## src/rtl/uart_mmio_pkg.sv

```systemverilog
// rtl/uart_mmio_pkg.sv - register offsets, STATUS bit indices and FSM encodings for uart_mmio
package uart_mmio_pkg;

  localparam logic [1:0] OFF_TXDATA = 2'd0;
  localparam logic [1:0] OFF_STATUS = 2'd1;
  localparam logic [1:0] OFF_RXDATA = 2'd2;
  localparam logic [1:0] OFF_RSVD   = 2'd3;

  localparam int BIT_TX_FULL     = 0;
  localparam int BIT_TX_EMPTY    = 1;
  localparam int BIT_TX_BUSY     = 2;
  localparam int BIT_RX_VALID    = 3;
  localparam int BIT_RX_OVERRUN  = 4;
  localparam int BIT_TX_OVERFLOW = 5;
  localparam int BIT_RX_FERR     = 6;

  typedef enum logic [1:0] {
    IDLE  = 2'd0,
    START = 2'd1,
    DATA  = 2'd2,
    STOP  = 2'd3
  } uart_state_t;

endpackage

```

## src/rtl/uart_mmio_sync_fifo.sv

```systemverilog
// rtl/uart_mmio_sync_fifo.sv - single-clock FIFO with extra-MSB pointers (module sync_fifo)
module sync_fifo #(
  parameter int WIDTH = 8,
  parameter int DEPTH = 8
) (
  input  logic             clk,
  input  logic             reset,
  input  logic             push,
  input  logic             pop,
  input  logic [WIDTH-1:0] wdata,
  output logic [WIDTH-1:0] rdata,
  output logic             full,
  output logic             empty
);

  localparam int AW = $clog2(DEPTH);

  logic [WIDTH-1:0] mem [DEPTH];
  logic [AW:0]      wr_ptr;
  logic [AW:0]      rd_ptr;
  logic             do_push;
  logic             do_pop;

  assign empty   = (wr_ptr == rd_ptr);
  assign full    = (wr_ptr[AW] != rd_ptr[AW]) && (wr_ptr[AW-1:0] == rd_ptr[AW-1:0]);
  assign do_pop  = pop && !empty;
  // A pop on the same edge frees the slot, so a push to a full FIFO is still taken.
  assign do_push = push && (!full || do_pop);
  assign rdata   = mem[rd_ptr[AW-1:0]];

  // Storage array; contents are don't-care until written.
  always_ff @(posedge clk) begin
    if (do_push) mem[wr_ptr[AW-1:0]] <= wdata;
  end

  // Read/write pointers wrap modulo 2*DEPTH.
  always_ff @(posedge clk or posedge reset) begin
    if (reset) begin
      wr_ptr <= '0;
      rd_ptr <= '0;
    end else begin
      if (do_push) wr_ptr <= wr_ptr + (AW+1)'(1);
      if (do_pop)  rd_ptr <= rd_ptr + (AW+1)'(1);
    end
  end

endmodule

```

## src/rtl/uart_mmio.sv

```systemverilog
// rtl/uart_mmio.sv - memory-mapped UART with TX FIFO; receiver compiled in with UART_RX_EN
module uart_mmio
  import uart_mmio_pkg::*;
#(
  parameter logic [31:0] BASE_ADDR    = 32'hFFFF_0000,
  parameter int          CLKS_PER_BIT = 434,
  parameter int          FIFO_DEPTH   = 8
) (
  input  logic        clk,
  input  logic        reset,
  input  logic        memwrite,
  input  logic        memread,
  input  logic [31:0] data_address,
  input  logic [31:0] writedata,
  output logic [31:0] readdata,
  output logic        tx,
  input  logic        rx
);

  localparam int            CW        = $clog2(CLKS_PER_BIT);
  localparam logic [CW-1:0] BAUD_LAST = CW'(CLKS_PER_BIT - 1);

  logic        sel;
  logic [1:0]  off;
  logic        wr_txdata;
  logic        wr_status;
  logic        rd_rxdata;
  logic        fifo_full;
  logic        fifo_empty;
  logic [7:0]  fifo_rdata;
  logic        tx_pop;
  logic        tx_overflow;
  uart_state_t tx_state;
  logic [CW-1:0] tx_baud;
  logic [2:0]  tx_bit;
  logic [7:0]  tx_shift;
  logic        rx_valid;
  logic        rx_overrun;
  logic        rx_ferr;
  logic [7:0]  rx_byte;
  logic [31:0] status;
  logic        unused_bits;

  assign sel       = (data_address[31:4] == BASE_ADDR[31:4]);
  assign off       = data_address[3:2];
  assign wr_txdata = sel && memwrite && (off == OFF_TXDATA);
  assign wr_status = sel && memwrite && (off == OFF_STATUS);
  assign rd_rxdata = sel && memread  && (off == OFF_RXDATA);
  assign unused_bits = ^{data_address[1:0], writedata};

  sync_fifo #(.WIDTH(8), .DEPTH(FIFO_DEPTH)) u_tx_fifo (
    .clk   (clk),
    .reset (reset),
    .push  (wr_txdata),
    .pop   (tx_pop),
    .wdata (writedata[7:0]),
    .rdata (fifo_rdata),
    .full  (fifo_full),
    .empty (fifo_empty)
  );

  // Pop when idle, or at the last stop-bit cycle so frames run back to back.
  always_comb begin
    tx_pop = !fifo_empty && ((tx_state == IDLE) || ((tx_state == STOP) && (tx_baud == BAUD_LAST)));
  end

  // TX FSM with registered line output.
  always_ff @(posedge clk or posedge reset) begin
    if (reset) begin
      tx_state <= IDLE;
      tx_baud  <= '0;
      tx_bit   <= '0;
      tx_shift <= '0;
      tx       <= 1'b1;
    end else begin
      case (tx_state)
        IDLE: begin
          if (tx_pop) begin
            tx_shift <= fifo_rdata;
            tx_baud  <= '0;
            tx       <= 1'b0;
            tx_state <= START;
          end
        end
        START: begin
          if (tx_baud == BAUD_LAST) begin
            tx_baud  <= '0;
            tx_bit   <= '0;
            tx       <= tx_shift[0];
            tx_state <= DATA;
          end else begin
            tx_baud <= tx_baud + CW'(1);
          end
        end
        DATA: begin
          if (tx_baud == BAUD_LAST) begin
            tx_baud <= '0;
            if (tx_bit == 3'd7) begin
              tx       <= 1'b1;
              tx_state <= STOP;
            end else begin
              tx_bit   <= tx_bit + 3'd1;
              tx_shift <= {1'b0, tx_shift[7:1]};
              tx       <= tx_shift[1];
            end
          end else begin
            tx_baud <= tx_baud + CW'(1);
          end
        end
        STOP: begin
          if (tx_baud == BAUD_LAST) begin
            tx_baud <= '0;
            if (tx_pop) begin
              tx_shift <= fifo_rdata;
              tx       <= 1'b0;
              tx_state <= START;
            end else begin
              tx_state <= IDLE;
            end
          end else begin
            tx_baud <= tx_baud + CW'(1);
          end
        end
        default: tx_state <= IDLE;
      endcase
    end
  end

  // Sticky overflow: set on a dropped push, cleared by writing 1 to its STATUS bit.
  always_ff @(posedge clk or posedge reset) begin
    if (reset) begin
      tx_overflow <= 1'b0;
    end else if (wr_txdata && fifo_full && !tx_pop) begin
      tx_overflow <= 1'b1;
    end else if (wr_status && writedata[BIT_TX_OVERFLOW]) begin
      tx_overflow <= 1'b0;
    end
  end

`ifdef UART_RX_EN
  localparam logic [CW-1:0] BAUD_HALF = CW'(CLKS_PER_BIT / 2 - 1);

  logic          rx_s1;
  logic          rx_s2;
  logic          rx_d;
  uart_state_t   rx_state;
  logic [CW-1:0] rx_baud;
  logic [2:0]    rx_bit;
  logic [7:0]    rx_shift;
  logic          rx_stop_edge;
  logic          rx_good;
  logic          rx_bad;

  // Two-flop synchronizer plus one delayed copy for falling-edge detection.
  always_ff @(posedge clk or posedge reset) begin
    if (reset) begin
      rx_s1 <= 1'b1;
      rx_s2 <= 1'b1;
      rx_d  <= 1'b1;
    end else begin
      rx_s1 <= rx;
      rx_s2 <= rx_s1;
      rx_d  <= rx_s2;
    end
  end

  assign rx_stop_edge = (rx_state == STOP) && (rx_baud == BAUD_LAST);
  assign rx_good      = rx_stop_edge && rx_s2;
  assign rx_bad       = rx_stop_edge && !rx_s2;

  // RX FSM: half-bit start qualification, then mid-bit sampling.
  always_ff @(posedge clk or posedge reset) begin
    if (reset) begin
      rx_state <= IDLE;
      rx_baud  <= '0;
      rx_bit   <= '0;
      rx_shift <= '0;
    end else begin
      case (rx_state)
        IDLE: begin
          if (rx_d && !rx_s2) begin
            rx_baud  <= '0;
            rx_state <= START;
          end
        end
        START: begin
          if (rx_baud == BAUD_HALF) begin
            rx_baud <= '0;
            rx_bit  <= '0;
            rx_state <= rx_s2 ? IDLE : DATA;
          end else begin
            rx_baud <= rx_baud + CW'(1);
          end
        end
        DATA: begin
          if (rx_baud == BAUD_LAST) begin
            rx_baud  <= '0;
            rx_shift <= {rx_s2, rx_shift[7:1]};
            if (rx_bit == 3'd7) rx_state <= STOP;
            else                rx_bit   <= rx_bit + 3'd1;
          end else begin
            rx_baud <= rx_baud + CW'(1);
          end
        end
        STOP: begin
          if (rx_baud == BAUD_LAST) begin
            rx_baud  <= '0;
            rx_state <= IDLE;
          end else begin
            rx_baud <= rx_baud + CW'(1);
          end
        end
        default: rx_state <= IDLE;
      endcase
    end
  end

  // Receive flags: RXDATA read clears, a completing byte on the same edge wins.
  always_ff @(posedge clk or posedge reset) begin
    if (reset) begin
      rx_valid   <= 1'b0;
      rx_overrun <= 1'b0;
      rx_ferr    <= 1'b0;
      rx_byte    <= '0;
    end else begin
      if (rd_rxdata) begin
        rx_valid   <= 1'b0;
        rx_overrun <= 1'b0;
        rx_ferr    <= 1'b0;
      end
      if (rx_good) begin
        rx_byte  <= rx_shift;
        rx_valid <= 1'b1;
        if (rx_valid && !rd_rxdata) rx_overrun <= 1'b1;
      end
      if (rx_bad) rx_ferr <= 1'b1;
    end
  end
`else
  logic unused_rx;

  assign rx_valid   = 1'b0;
  assign rx_overrun = 1'b0;
  assign rx_ferr    = 1'b0;
  assign rx_byte    = '0;
  assign unused_rx  = ^{rx, rd_rxdata};
`endif

  // STATUS assembly and selected-register read mux.
  always_comb begin
    status                  = '0;
    status[BIT_TX_FULL]     = fifo_full;
    status[BIT_TX_EMPTY]    = fifo_empty;
    status[BIT_TX_BUSY]     = (tx_state != IDLE);
    status[BIT_RX_VALID]    = rx_valid;
    status[BIT_RX_OVERRUN]  = rx_overrun;
    status[BIT_TX_OVERFLOW] = tx_overflow;
    status[BIT_RX_FERR]     = rx_ferr;
    readdata                = '0;
    if (sel && memread) begin
      case (off)
        OFF_STATUS: readdata = status;
        OFF_RXDATA: readdata = {24'b0, rx_byte};
        default:    readdata = '0;
      endcase
    end
  end

endmodule

```

## config.mk

```make
export PLATFORM = sky130hd
export DESIGN_NAME = uart_mmio
export DESIGN_NICKNAME = d
export VERILOG_FILES = /design/src/rtl/uart_mmio_pkg.sv /design/src/rtl/uart_mmio_sync_fifo.sv /design/src/rtl/uart_mmio.sv
export SDC_FILE = /design/constraint.sdc
export NUM_CORES = 1
export LEC_CHECK = 0
export BUFFER_PORTS_ARGS = -buffer_cell sky130_fd_sc_hd__buf_2
export CAP_MARGIN = 20
export CORE_UTILIZATION = 40
export CTS_BUF_LIST = sky130_fd_sc_hd__clkbuf_8
export DETAILED_ROUTE_END_ITERATION = 6
export MAX_ROUTING_LAYER = met4
export SLEW_MARGIN = 20
export SYNTH_ARGS = -nofsm -noshare
export SYNTH_HDL_FRONTEND = slang
export SYNTH_HIERARCHICAL = 1
export SYNTH_SLANG_ARGS = --single-unit
```

## constraint.sdc

```tcl
create_clock -name clk -period 3.2 [get_ports clk]
set_clock_uncertainty 0.05 [all_clocks]
set_input_delay 0.48 -clock clk [delete_from_list [all_inputs] [get_ports clk]]
set_output_delay 0.48 -clock clk [all_outputs]
set_load 0.01 [all_outputs]
```

==> metrics.log, run 1 <==
INFO  metric outcome = finished, violations left
INFO  metric violations = DRC
INFO  metric clkTransAtPathRegs = 0.10 ns
INFO  metric grt_pass1_wl = 14.42 mm
INFO  metric floorplan.io_pins = 102
INFO  metric powerDensity = 397.2 nW/um2
INFO  metric cts.htree.levels = 3
INFO  metric initial_utilization = 0.4160
INFO  metric num-nets-final = 480
INFO  metric design.core.area = 11,610 um2
INFO  metric netlist_area = 4831 um2
INFO  metric critPathCaptureType = flip-flop
INFO  metric async_reset_ff_frac = 0.3333
INFO  metric hold_class = primary input to async pin
INFO  metric cts.sinks = 96
INFO  metric timing.rr.start = u_tx_fifo/wr_ptr[1]
INFO  metric finalHoldViolCount = 0
INFO  metric cts-root-buf = sky130_fd_sc_hd__clkbuf_8
INFO  metric area_growth_syn_to_layout = 10.33%
INFO  metric route.detailed.vias_per_inst = 5.342
INFO  metric number_of_diodes_added_for_antenna_fixing = 0
INFO  metric design.die.area = 12,520 um2
INFO  metric clockBufferDepth = 2
INFO  metric worst_slew_margin_rel = 0.3627
INFO  metric p_leak = 2.061 nW
INFO  metric timing.max_cap.violations = 0
INFO  metric final_cell_count_no_fill = 546
INFO  metric synth.lib_cells_used.distinct = 61
INFO  metric p_sw = 0.4816 mW
INFO  metric buffer_ports.inserted = 46
INFO  metric rr_endpoint = u_tx_fifo/mem[2][1]
INFO  metric minimum_clock_period_after_layout = 2.992 ns
INFO  metric power.clock.fraction = 0.335
INFO  metric routed-via-count = 2,917
INFO  metric numCtsBuffers = 9
INFO  metric yosys_warnings = 6
INFO  metric route.final.wire_length = 8.854 mm
INFO  metric clk_latency = 0.36 ns
INFO  metric synth_largest_area_cell = sky130_fd_sc_hd__edfxtp_1
INFO  metric rsz0062_at_grt = false
INFO  metric synthCells = 343
INFO  metric drt-pass1-iter-count = 7
INFO  metric synth_ff_type = sky130_fd_sc_hd__edfxtp_1
INFO  metric floorplan.rows = 39
INFO  metric peakVddDrop = 0.0004250 V
INFO  metric die_height = 111.9 um
INFO  metric synth_area_leaders = sky130_fd_sc_hd__edfxtp_1 (40%), sky130_fd_sc_hd__dfrtp_1 (16%), sky130_fd_sc_hd__mux2_2 (6.3%)
INFO  metric synth.most_common_cell = sky130_fd_sc_hd__edfxtp_1
INFO  metric grtUsageTotal = 0.1540
INFO  metric final_antenna_net_count = 0
INFO  metric clock_tree_from_tritoncts = done
INFO  metric place.detailed.instances = 531
INFO  metric max_freq = 334.2 MHz
INFO  metric synth-seq-cells = 96
INFO  metric synth-edff-count = 64
INFO  metric synthesis.area_per_instance = 14.08 um2
INFO  metric ctsResizeCount = 0
INFO  metric tns = 0 ns
INFO  metric dp_worst_setup_slack = 0.2647 ns
INFO  metric max_slew.worst_pin.slew = 0.9550 ns
INFO  metric maximum_number_of_pins_on_one_net_before_global_route_repair = 25
INFO  metric count_of_hold_buffers_inserted_by_post_cts_repair = 0
INFO  metric initial_antenna_violation_count = 0
INFO  metric final_layout_size_suffix_gt1_frac = 0.3151
INFO  metric intPower = 1.636 mW
INFO  metric setup_ws = 0.2081 ns
INFO  metric worstPathArrival = 3.06 ns
INFO  metric synth_common_cells = sky130_fd_sc_hd__edfxtp_1 (64), sky130_fd_sc_hd__buf_4 (31), sky130_fd_sc_hd__dfrtp_1 (31)
INFO  metric post-cts-setup-buffers = 0
INFO  metric combPwrFrac = 0.038
INFO  metric sequentialPowerShare = 0.627
INFO  metric cp_data_required_time = 3.26 ns
INFO  metric detailed_place_hpwl = 6.053 mm
INFO  metric number_of_setup_violations_in_the_final_report = 0
INFO  metric grt_pass1_vias = 2,798
INFO  metric synthDominantCellAreaShare = 0.3978
INFO  metric netSwitchingFraction = 0.2275
INFO  metric synth.yosys.seq_area_share = 0.5638
INFO  metric regToRegSetupSlack = 0.21 ns
INFO  metric timing.critical_path.from_type = flip-flop
INFO  metric final_critical_path_share_of_the_clock_period = 0.9350
INFO  metric gpl.final_weighted_congestion = 0.7882
INFO  metric timing_max_transition_violations_final = 0
INFO  metric crit_path_max_fanout = 10
INFO  metric drc = 3
INFO  metric whs = 0.01109 ns
INFO  metric global_route.overflow_total = 0
INFO  metric drt_first_iter_violations = 175
INFO  metric reg2regPathDepth = 8
INFO  metric timing_worst_setup_path_type = flip-flop to flip-flop
INFO  metric routed_wire_length_per_instance = 16.22 um
INFO  metric die_width = 111.9 um
==> critical path: stages, from the launching register on <==
cell and delay [ns]:
sky130_fd_sc_hd__dfrtp_1 0.60, sky130_fd_sc_hd__xnor2_2 0.16, sky130_fd_sc_hd__nand3_2 0.11, sky130_fd_sc_hd__nor2_1 0.38
sky130_fd_sc_hd__nor2b_1 0.14, sky130_fd_sc_hd__a21o_1 0.31, sky130_fd_sc_hd__nor3_1 0.64, sky130_fd_sc_hd__nor3_1 0.13
sky130_fd_sc_hd__buf_4 0.22
==> cells in the final DEF, fill, tap and decap left out, drive strengths merged, types with 9 or more instances in the layout <==
| cell type | instances |
|---|---|
| mux4 | 16 |
| edfxtp | 64 |
| nor2 | 11 |
| xnor2 | 9 |
| mux2 | 27 |
| dfrtp | 31 |
| ha | 12 |
| conb | 28 |
| inv | 14 |
| o21ai | 15 |
| nand4 | 10 |
| buf | 60 |
| clkbuf | 9 |
| nand2 | 15 |
==> cell type report <==
class                           instances  area (um2)
Timing Repair Buffer                   60       335.3
Clock inverter                          6       45.04
Tap cell                              143       178.9
Sequential cell                        96        2724
Multi-Input combinational cell        221        1882
Clock buffer                            9       123.9
Inverter                               11       41.29
Fill cell                            1027        6284
==> registers in the layout, indices dropped and copies added, names as in the netlist, 2 cells and up <==
| signal | flops |
|---|---|
| u_tx_fifo/rd_ptr | 4 |
| u_tx_fifo/wr_ptr | 4 |
| tx_state | 2 |
| tx_shift | 8 |
| u_tx_fifo/mem | 64 |
| tx_baud | 9 |
| tx_bit | 3 |
==> power by group through the flow <==
stage	Combinational, mW	Sequential, mW	Clock, mW
2_1_floorplan	0.0647	1.35	0
3_3_place_gp	0.0786	1.35	0
3_5_place_dp	0.0810	1.35	0
4_1_cts	0.0812	1.33	0.729
5_1_grt	0.0910	1.33	0.778
6_report	0.0804	1.33	0.710
==> cell families after synthesis <==
group	Yosys count	synth area share
flops	96	0.5638
mux	45	0.1448
other cells	1	0.0007763
compound gates	43	0.06631
fa+ha+maj	12	0.03108
xor+xnor	10	0.02124
simple gates	83	0.1005
buf+inv	53	0.07148
==> through the flow <==
stage / area (um2) / utilization / power, mW
CTS: 5330 / 0.4590 / 2.138
finish: 5330 / 0.4590 / 2.117
global placement: 5161 / 0.4444 / 1.433
floorplan: 4932 / - / 1.419
global route: 5330 / 0.4590 / 2.196
detailed placement: 5161 / 0.4444 / 1.435
==> per-layer routing <==
layer  vias to the layer above  track usage  wire length (um)  share of wire
met5                         -            -                 0              0
met4                         0      0.04234                86         0.0097
met3                        12      0.04246               349          0.039
met2                        65       0.2385              4324           0.49
met1                      1478       0.1990              4094           0.46
li1                       1362            -                 -              -
==> how the worst max path moves through the flow <==
stage	slack (ns)	cells past startpoint	end	from
after floorplan	0.12	10	u_tx_fifo/mem[3][0]	u_tx_fifo/rd_ptr[1]
after global placement	0.34	8	u_tx_fifo/mem[7][3]	u_tx_fifo/wr_ptr[1]
after detailed placement	0.26	8	u_tx_fifo/mem[2][3]	u_tx_fifo/wr_ptr[1]
after CTS	0.23	8	u_tx_fifo/mem[2][4]	u_tx_fifo/wr_ptr[1]
after global routing	0.04	8	u_tx_fifo/mem[2][1]	u_tx_fifo/wr_ptr[1]
final	0.21	8	u_tx_fifo/mem[2][1]	u_tx_fifo/wr_ptr[1]
Note: power is estimated with default switching activity, not from simulation.
==> run 2, diff against run 1 <==
--- a/config.mk
+++ b/config.mk
@@ -5,11 +5,11 @@
 export SDC_FILE = /design/constraint.sdc
 export NUM_CORES = 1
 export LEC_CHECK = 0
-export BUFFER_PORTS_ARGS = -buffer_cell sky130_fd_sc_hd__buf_2
 export CAP_MARGIN = 20
 export CORE_UTILIZATION = 40
 export CTS_BUF_LIST = sky130_fd_sc_hd__clkbuf_8
 export DETAILED_ROUTE_END_ITERATION = 6
+export DONT_BUFFER_PORTS = 1
 export MAX_ROUTING_LAYER = met4
 export SLEW_MARGIN = 20
 export SYNTH_ARGS = -nofsm -noshare
==> constraint.sdc (replaced) <==
create_clock -name clk -period 3.2 [get_ports clk]
set_clock_uncertainty 0.05 [all_clocks]
set_input_delay 0.48 -clock clk [delete_from_list [all_inputs] [get_ports clk]]
set_output_delay 0.48 -clock clk [all_outputs]
set_load 0.005 [all_outputs]
==> metrics.log, run 2 (same netlist as run 1, synthesis figures left out) <==
INFO  metric routed-via-count = 2,733 (was 2,917)
INFO  metric die_height = 111.9 um (unchanged)
INFO  metric floorplan.rows = 39 (unchanged)
INFO  metric detailed_place_hpwl = 5.732 mm (was 6.053 mm)
INFO  metric number_of_diodes_added_for_antenna_fixing = 0 (unchanged)
INFO  metric powerDensity = 417.0 nW/um2 (was 397.2 nW/um2)
INFO  metric p_leak = 1.911 nW (was 2.061 nW)
INFO  metric peakVddDrop = 0.0003515 V (was 0.0004250 V)
INFO  metric critPathCaptureType = flip-flop (unchanged)
INFO  metric floorplan.io_pins = 102 (unchanged)
INFO  metric drt_first_iter_violations = 140 (was 175)
INFO  metric crit_path_max_fanout = 10 (unchanged)
INFO  metric design_area = 5175 um2 (was 5330 um2)
INFO  metric max_slew.worst_pin.slew = 0.5488 ns (was 0.9550 ns)
INFO  metric timing_worst_setup_path_type = flip-flop to flip-flop (unchanged)
INFO  metric area_growth_syn_to_layout = 7.122% (was 10.33%)
INFO  metric worstPathArrival = 2.77 ns (was 3.06 ns)
INFO  metric grt_pass1_vias = 2,724 (was 2,798)
INFO  metric whs = 0.1404 ns (was 0.01109 ns)
INFO  metric final_antenna_net_count = 0 (unchanged)
INFO  metric violations = DRC (unchanged)
INFO  metric hold_class = primary input to flip-flop (was primary input to async pin)
INFO  metric timing.critical_path.from_type = flip-flop (unchanged)
INFO  metric cts-root-buf = sky130_fd_sc_hd__clkbuf_8 (unchanged)
INFO  metric die_width = 111.9 um (unchanged)
INFO  metric cp_num_buf_inv = 1 (unchanged)
INFO  metric grtUsageTotal = 0.1543 (was 0.1540)
INFO  metric cts.sinks = 96 (unchanged)
INFO  metric clkTransAtPathRegs = 0.11 ns (was 0.10 ns)
INFO  metric clockBufferDepth = 2 (unchanged)
INFO  metric routed_wire_length_per_instance = 17.36 um (was 16.22 um)
INFO  metric initial_utilization = 0.4160 (unchanged)
INFO  metric clk_latency = 0.37 ns (was 0.36 ns)
INFO  metric route.final.wire_length = 8.769 mm (was 8.854 mm)
INFO  metric path_cells = xnor2_2 > nand3_2 > nor2_1 > nor2b_1 > a21o_1 > nor3_2 > nor2_1 > buf_4 (was xnor2_2 > nand3_2 > nor2_1 > nor2b_1 > a21o_1 > nor3_1 > nor3_1 > buf_4)
INFO  metric timing.max_cap.violations = 0 (unchanged)
INFO  metric tns = 0 ns (unchanged)
INFO  metric finalHoldViolCount = 0 (unchanged)
INFO  metric layout.cells.most_common = sky130_fd_sc_hd__edfxtp_1 (unchanged)
INFO  metric drc = 3 (unchanged)
INFO  metric max_freq = 370.9 MHz (was 334.2 MHz)
INFO  metric drt-pass1-iter-count = 6 (was 7)
INFO  metric most-common-layout-cells = sky130_fd_sc_hd__edfxtp_1 (64), sky130_fd_sc_hd__dfrtp_1 (31), sky130_fd_sc_hd__conb_1 (28), sky130_fd_sc_hd__mux2_2 (27) (was sky130_fd_sc_hd__edfxtp_1 (64), sky130_fd_sc_hd__buf_2 (46), sky130_fd_sc_hd__dfrtp_1 (31), sky130_fd_sc_hd__conb_1 (28), sky130_fd_sc_hd__mux2_2 (27))
INFO  metric numCtsBuffers = 9 (unchanged)
INFO  metric num-nets-final = 438 (was 480)
INFO  metric grt_pass1_wl = 14.35 mm (was 14.42 mm)
INFO  metric outcome = finished, violations left (unchanged)
INFO  metric setup_ws = 0.5042 ns (was 0.2081 ns)
INFO  metric worst_path_largest_cell_delay = 0.59 ns (was 0.64 ns)
INFO  metric global_route.overflow_total = 0 (unchanged)
INFO  metric design.core.area = 11,610 um2 (unchanged)
INFO  metric rsz0062_at_grt = false (unchanged)
INFO  metric worst_slew_margin_rel = 0.6342 (was 0.3627)
INFO  metric largest_reg_flops = 64 (unchanged)
INFO  metric final_critical_path_share_of_the_clock_period = 0.8424 (was 0.9350)
INFO  metric cell_with_the_largest_stage_delay_on_the_worst_path = sky130_fd_sc_hd__dfrtp_1 (was sky130_fd_sc_hd__nor3_1)
INFO  metric cts.htree.levels = 3 (unchanged)
INFO  metric final_layout_size_suffix_gt1_frac = 0.2376 (was 0.3151)
INFO  metric critical-path-top-cell-by-count = sky130_fd_sc_hd__nor2_1 (was sky130_fd_sc_hd__nor3_1)
INFO  metric post-cts-setup-buffers = 0 (unchanged)
INFO  metric cp_data_required_time = 3.27 ns (was 3.26 ns)
INFO  metric number_of_setup_violations_in_the_final_report = 0 (unchanged)
INFO  metric buffer_ports.inserted = 0 (was 46)
INFO  metric place_area = 4938 um2 (was 5161 um2)
INFO  metric timing_max_transition_violations_final = 0 (unchanged)
INFO  metric crit_family = simple AND/OR/NAND/NOR gates (unchanged)
INFO  metric design.die.area = 12,520 um2 (unchanged)
INFO  metric minimum_clock_period_after_layout = 2.696 ns (was 2.992 ns)
INFO  metric maximum_number_of_pins_on_one_net_before_global_route_repair = 25 (unchanged)
INFO  metric initial_antenna_violation_count = 0 (unchanged)
INFO  metric dp_worst_setup_slack = 0.2565 ns (was 0.2647 ns)
INFO  metric gpl.final_weighted_congestion = 0.7795 (was 0.7882)
INFO  metric route.detailed.vias_per_inst = 5.412 (was 5.342)
INFO  metric clock_tree_from_tritoncts = done (unchanged)
-- run 2: stage by stage --
stage | utilization | instances | total power, mW
floorplan | - | 370 | 1.412
global placement | 0.4252 | 486 | 1.394
detailed placement | 0.4252 | 486 | 1.395
CTS | 0.4430 | 503 | 2.183
global route | 0.4456 | 505 | 2.232
finish | 0.4456 | 505 | 2.158
-- run 2: path summary, 6_finish.rpt --
kind | start | to | slack, ns | cells after the start
max | u_tx_fifo/wr_ptr[1] | u_tx_fifo/mem[7][4] | 0.50 | 8
max in group asynchronous | reset | tx | 2.02 | 3
min | data_address[2] | tx_overflow | 0.14 | 1
min reg2reg | tx_baud[7] | tx_baud[7] | 0.46 | 1
min in group asynchronous | reset | u_tx_fifo/wr_ptr[1] | 0.45 | 2
max reg2reg | u_tx_fifo/wr_ptr[1] | u_tx_fifo/mem[7][4] | 0.50 | 8
-- run 2: what timing repair did --
item	4_1_cts	5_1_grt
hold buffers	1	1
endpoints found under the setup margin	0	14
gates resized for setup	0	1
hold endpoints to repair	8	11
-- run 2: area by class of cell --
type,count,area (um2)
clock buffer,9,123.9
clock inverter,7,72.57
multi-input combinational,221,1887
fill,1026,6439
inverter,11,41.29
timing repair buffer,18,147.6
sequential,96,2724
tap,143,178.9
-- run 2: per-layer routing --
metal | vias to the layer above | GRT usage | wire (um) | share of wire
met3 | 7 | 0.03321 | 257 | 0.029
met1 | 1397 | 0.2023 | 4128 | 0.47
li1 | 1284 | - | - | -
met4 | 0 | 0.04324 | 86 | 0.0098
met5 | - | - | 0 | 0
met2 | 45 | 0.2422 | 4296 | 0.49
-- run 2: where the power goes --
group / leakage (nW) / total, mW / switching (mW) / internal [mW]
Combinational: 0.790 / 0.0441 / 0.0301 / 0.0140
Clock: 0.102 / 0.786 / 0.479 / 0.307
Sequential: 1.02 / 1.33 / 0.00169 / 1.33
Total: 1.91 / 2.16 / 0.511 / 1.65
==> run 3, diff against run 2 <==
==> constraint.sdc (replaced) <==
create_clock -name clk -period 2.3 [get_ports clk]
set_clock_uncertainty 0.05 [all_clocks]
set_input_delay 0.345 -clock clk [delete_from_list [all_inputs] [get_ports clk]]
set_output_delay 0.345 -clock clk [all_outputs]
set_load 0.005 [all_outputs]
==> metrics.log, run 3 (same netlist as run 1, synthesis figures left out) <==
INFO  metric outcome = finished, violations left (unchanged)
INFO  metric violations = DRC (unchanged)
INFO  metric grt_pass1_wl = 15.02 mm (was 14.35 mm)
INFO  metric final_layout_size_suffix_gt1_frac = 0.3424 (was 0.2376)
INFO  metric final_critical_path_share_of_the_clock_period = 0.9608 (was 0.8424)
INFO  metric die_width = 111.9 um (unchanged)
INFO  metric max_freq = 452.5 MHz (was 370.9 MHz)
INFO  metric final_antenna_net_count = 0 (unchanged)
INFO  metric cts.htree.levels = 3 (unchanged)
INFO  metric grt_pass1_vias = 2,925 (was 2,724)
INFO  metric critical_path.endpoint = tx_shift[5] (was u_tx_fifo/mem[7][4])
INFO  metric number_of_diodes_added_for_antenna_fixing = 0 (unchanged)
INFO  metric drt_first_iter_violations = 184 (was 140)
INFO  metric timing.critical_path.from_type = flip-flop (unchanged)
INFO  metric cell_with_the_largest_stage_delay_on_the_worst_path = sky130_fd_sc_hd__mux4_1 (was sky130_fd_sc_hd__dfrtp_1)
INFO  metric timing.rr.start = u_tx_fifo/rd_ptr[0] (was u_tx_fifo/wr_ptr[1])
INFO  metric timing_worst_setup_path_type = flip-flop to flip-flop (unchanged)
INFO  metric path_cells = buf_6 > buf_12 > mux4_1 > mux2_2 > mux2_2 > mux2_2 (was xnor2_2 > nand3_2 > nor2_1 > nor2b_1 > a21o_1 > nor3_2 > nor2_1 > buf_4)
INFO  metric hold_class = primary input to flip-flop (unchanged)
INFO  metric clk_latency = 0.37 ns (about the same)
INFO  metric reg2regPathDepth = 6 (was 8)
INFO  metric floorplan.io_pins = 102 (unchanged)
INFO  metric gpl.final_weighted_congestion = 0.7783 (was 0.7795)
INFO  metric regToRegSetupSlack = 0.09 ns (was 0.50 ns)
INFO  metric num-nets-final = 482 (was 438)
INFO  metric timing_max_transition_violations_final = 0 (unchanged)
INFO  metric p_leak = 2.135 nW (was 1.911 nW)
INFO  metric critical-path-top-cell-by-count = sky130_fd_sc_hd__mux2_2 (was sky130_fd_sc_hd__nor2_1)
INFO  metric route.final.wire_length = 9.219 mm (was 8.769 mm)
INFO  metric drt-pass1-iter-count = 6 (unchanged)
INFO  metric clock_tree_from_tritoncts = done (unchanged)
INFO  metric finalHoldViolCount = 0 (unchanged)
INFO  metric tns = 0 ns (unchanged)
INFO  metric area_growth_syn_to_layout = 18.00% (was 7.122%)
INFO  metric cts-root-buf = sky130_fd_sc_hd__clkbuf_8 (unchanged)
INFO  metric fill_count = 1,018 (was 1,026)
INFO  metric cp_data_required_time = 2.51 ns (was 3.27 ns)
INFO  metric detailed_place_hpwl = 6.303 mm (was 5.732 mm)
INFO  metric minimum_clock_period_after_layout = 2.210 ns (was 2.696 ns)
INFO  metric clkTransAtPathRegs = 0.10 ns (was 0.11 ns)
INFO  metric routed_wire_length_per_instance = 16.79 um (was 17.36 um)
INFO  metric rsz0062_at_grt = true (was false)
INFO  metric routed-via-count = 2,887 (was 2,733)
INFO  metric powerDensity = 523.1 nW/um2 (was 417.0 nW/um2)
INFO  metric initial_antenna_violation_count = 0 (unchanged)
INFO  metric buffer_ports.inserted = 0 (unchanged)
INFO  metric grtUsageTotal = 0.1621 (was 0.1543)
INFO  metric design.core.area = 11,610 um2 (unchanged)
INFO  metric worstPathArrival = 2.42 ns (was 2.77 ns)
INFO  metric route.detailed.vias_per_inst = 5.259 (was 5.412)
INFO  metric crit_path_max_fanout = 9 (was 10)
INFO  metric most-common-layout-cells = sky130_fd_sc_hd__edfxtp_1 (64), sky130_fd_sc_hd__buf_4 (44), sky130_fd_sc_hd__dfrtp_1 (30), sky130_fd_sc_hd__conb_1 (28), sky130_fd_sc_hd__mux2_2 (27) (was sky130_fd_sc_hd__edfxtp_1 (64), sky130_fd_sc_hd__dfrtp_1 (31), sky130_fd_sc_hd__conb_1 (28), sky130_fd_sc_hd__mux2_2 (27))
INFO  metric peakVddDrop = 0.0004777 V (was 0.0003515 V)
INFO  metric worst_setup_path_startpoint = u_tx_fifo/rd_ptr[0] (was u_tx_fifo/wr_ptr[1])
INFO  metric rr_endpoint = tx_shift[5] (was u_tx_fifo/mem[7][4])
INFO  metric largest_reg_flops = 64 (unchanged)
INFO  metric critPathCaptureType = flip-flop (unchanged)
INFO  metric drc = 4 (was 3)
INFO  metric whs = 0.1074 ns (was 0.1404 ns)
INFO  metric timing.max_cap.violations = 0 (unchanged)
INFO  metric layout.cells.most_common = sky130_fd_sc_hd__edfxtp_1 (unchanged)
INFO  metric maximum_number_of_pins_on_one_net_before_global_route_repair = 25 (unchanged)
INFO  metric numCtsBuffers = 9 (unchanged)
INFO  metric worst_path_largest_cell_delay = 0.56 ns (was 0.59 ns)
INFO  metric design.die.area = 12,520 um2 (unchanged)
INFO  metric number_of_setup_violations_in_the_final_report = 0 (unchanged)
INFO  metric global_route.overflow_total = 0 (unchanged)
INFO  metric die_height = 111.9 um (unchanged)
INFO  metric floorplan.rows = 39 (unchanged)
INFO  metric cts.sinks = 96 (unchanged)
INFO  metric initial_utilization = 0.4160 (unchanged)
INFO  metric clockBufferDepth = 2 (unchanged)
==> run 3: repair_timing <==
item,4_1_cts,5_1_grt
hold endpoints to repair,96,0
buffers inserted,3,6
gates cloned,0,1
setup endpoints to repair,57,51
hold buffers,10,0
pin swaps,3,2
resized for setup,5,7
==> run 3: metal layers <==
layer,GRT usage,up-vias,share of wire
met5,-,-,0
met4,0.05405,0,0.011
met3,0.03538,7,0.022
met2,0.2596,41,0.51
met1,0.2044,1470,0.46
li1,-,1369,-
==> run 3: stage by stage <==
stage / worst slack, ns / util / total power, mW / cell area (um2) / instances
after floorplan: 0.006229 / - / 1.964 / 5052 / 370
after global placement: 0.01295 / 0.4544 / 1.943 / 5278 / 513
after detailed placement: -0.02168 / 0.4544 / 1.944 / 5278 / 513
after CTS: 0.01772 / 0.4838 / 3.021 / 5619 / 542
after global routing: -0.002164 / 0.4908 / 3.105 / 5700 / 549
final: 0.09020 / 0.4908 / 2.982 / 5700 / 549
==> run 3: layout make-up <==
class,instances,area (um2),area share
flip-flops and latches,96,2725,0.4781
clock buffers,9,123.9,0.02173
multi-input cells,221,1992,0.3494
repair buffers,62,578.1,0.1014
inverters,11,41.29,0.007243
clock inverters,7,61.31,0.01076
well taps,143,178.9,0.03139
==> run 3: where the power goes <==
part / leakage [nW] / internal [mW] / total [mW] / switching, mW
logic: 1.02 / 0.0298 / 0.0854 / 0.0557
registers: 1.02 / 1.84 / 1.85 / 0.00188
clock network: 0.0940 / 0.415 / 1.05 / 0.635
total: 2.14 / 2.29 / 2.98 / 0.692
==> run 3: critical path: cells and delay by family, from the launching register on <==
family / cells / cell delay, ns
flip-flops: 1 / 0.41
multiplexers: 4 / 1.36
buffers and inverters: 2 / 0.28
==> run 3: how the worst min path moves through the flow <==
stage / startpoint / to / slack (ns) / cells past startpoint
2_1_floorplan: reset / u_tx_fifo/rd_ptr[0] / 0.11 / 1
3_3_place_gp: reset / u_tx_fifo/rd_ptr[2] / 0.16 / 1
3_5_place_dp: reset / u_tx_fifo/rd_ptr[3] / 0.17 / 1
4_1_cts: memwrite / tx_overflow / 0.08 / 2
5_1_grt: memwrite / tx_overflow / 0.11 / 2
6_report: memwrite / tx_overflow / 0.11 / 2
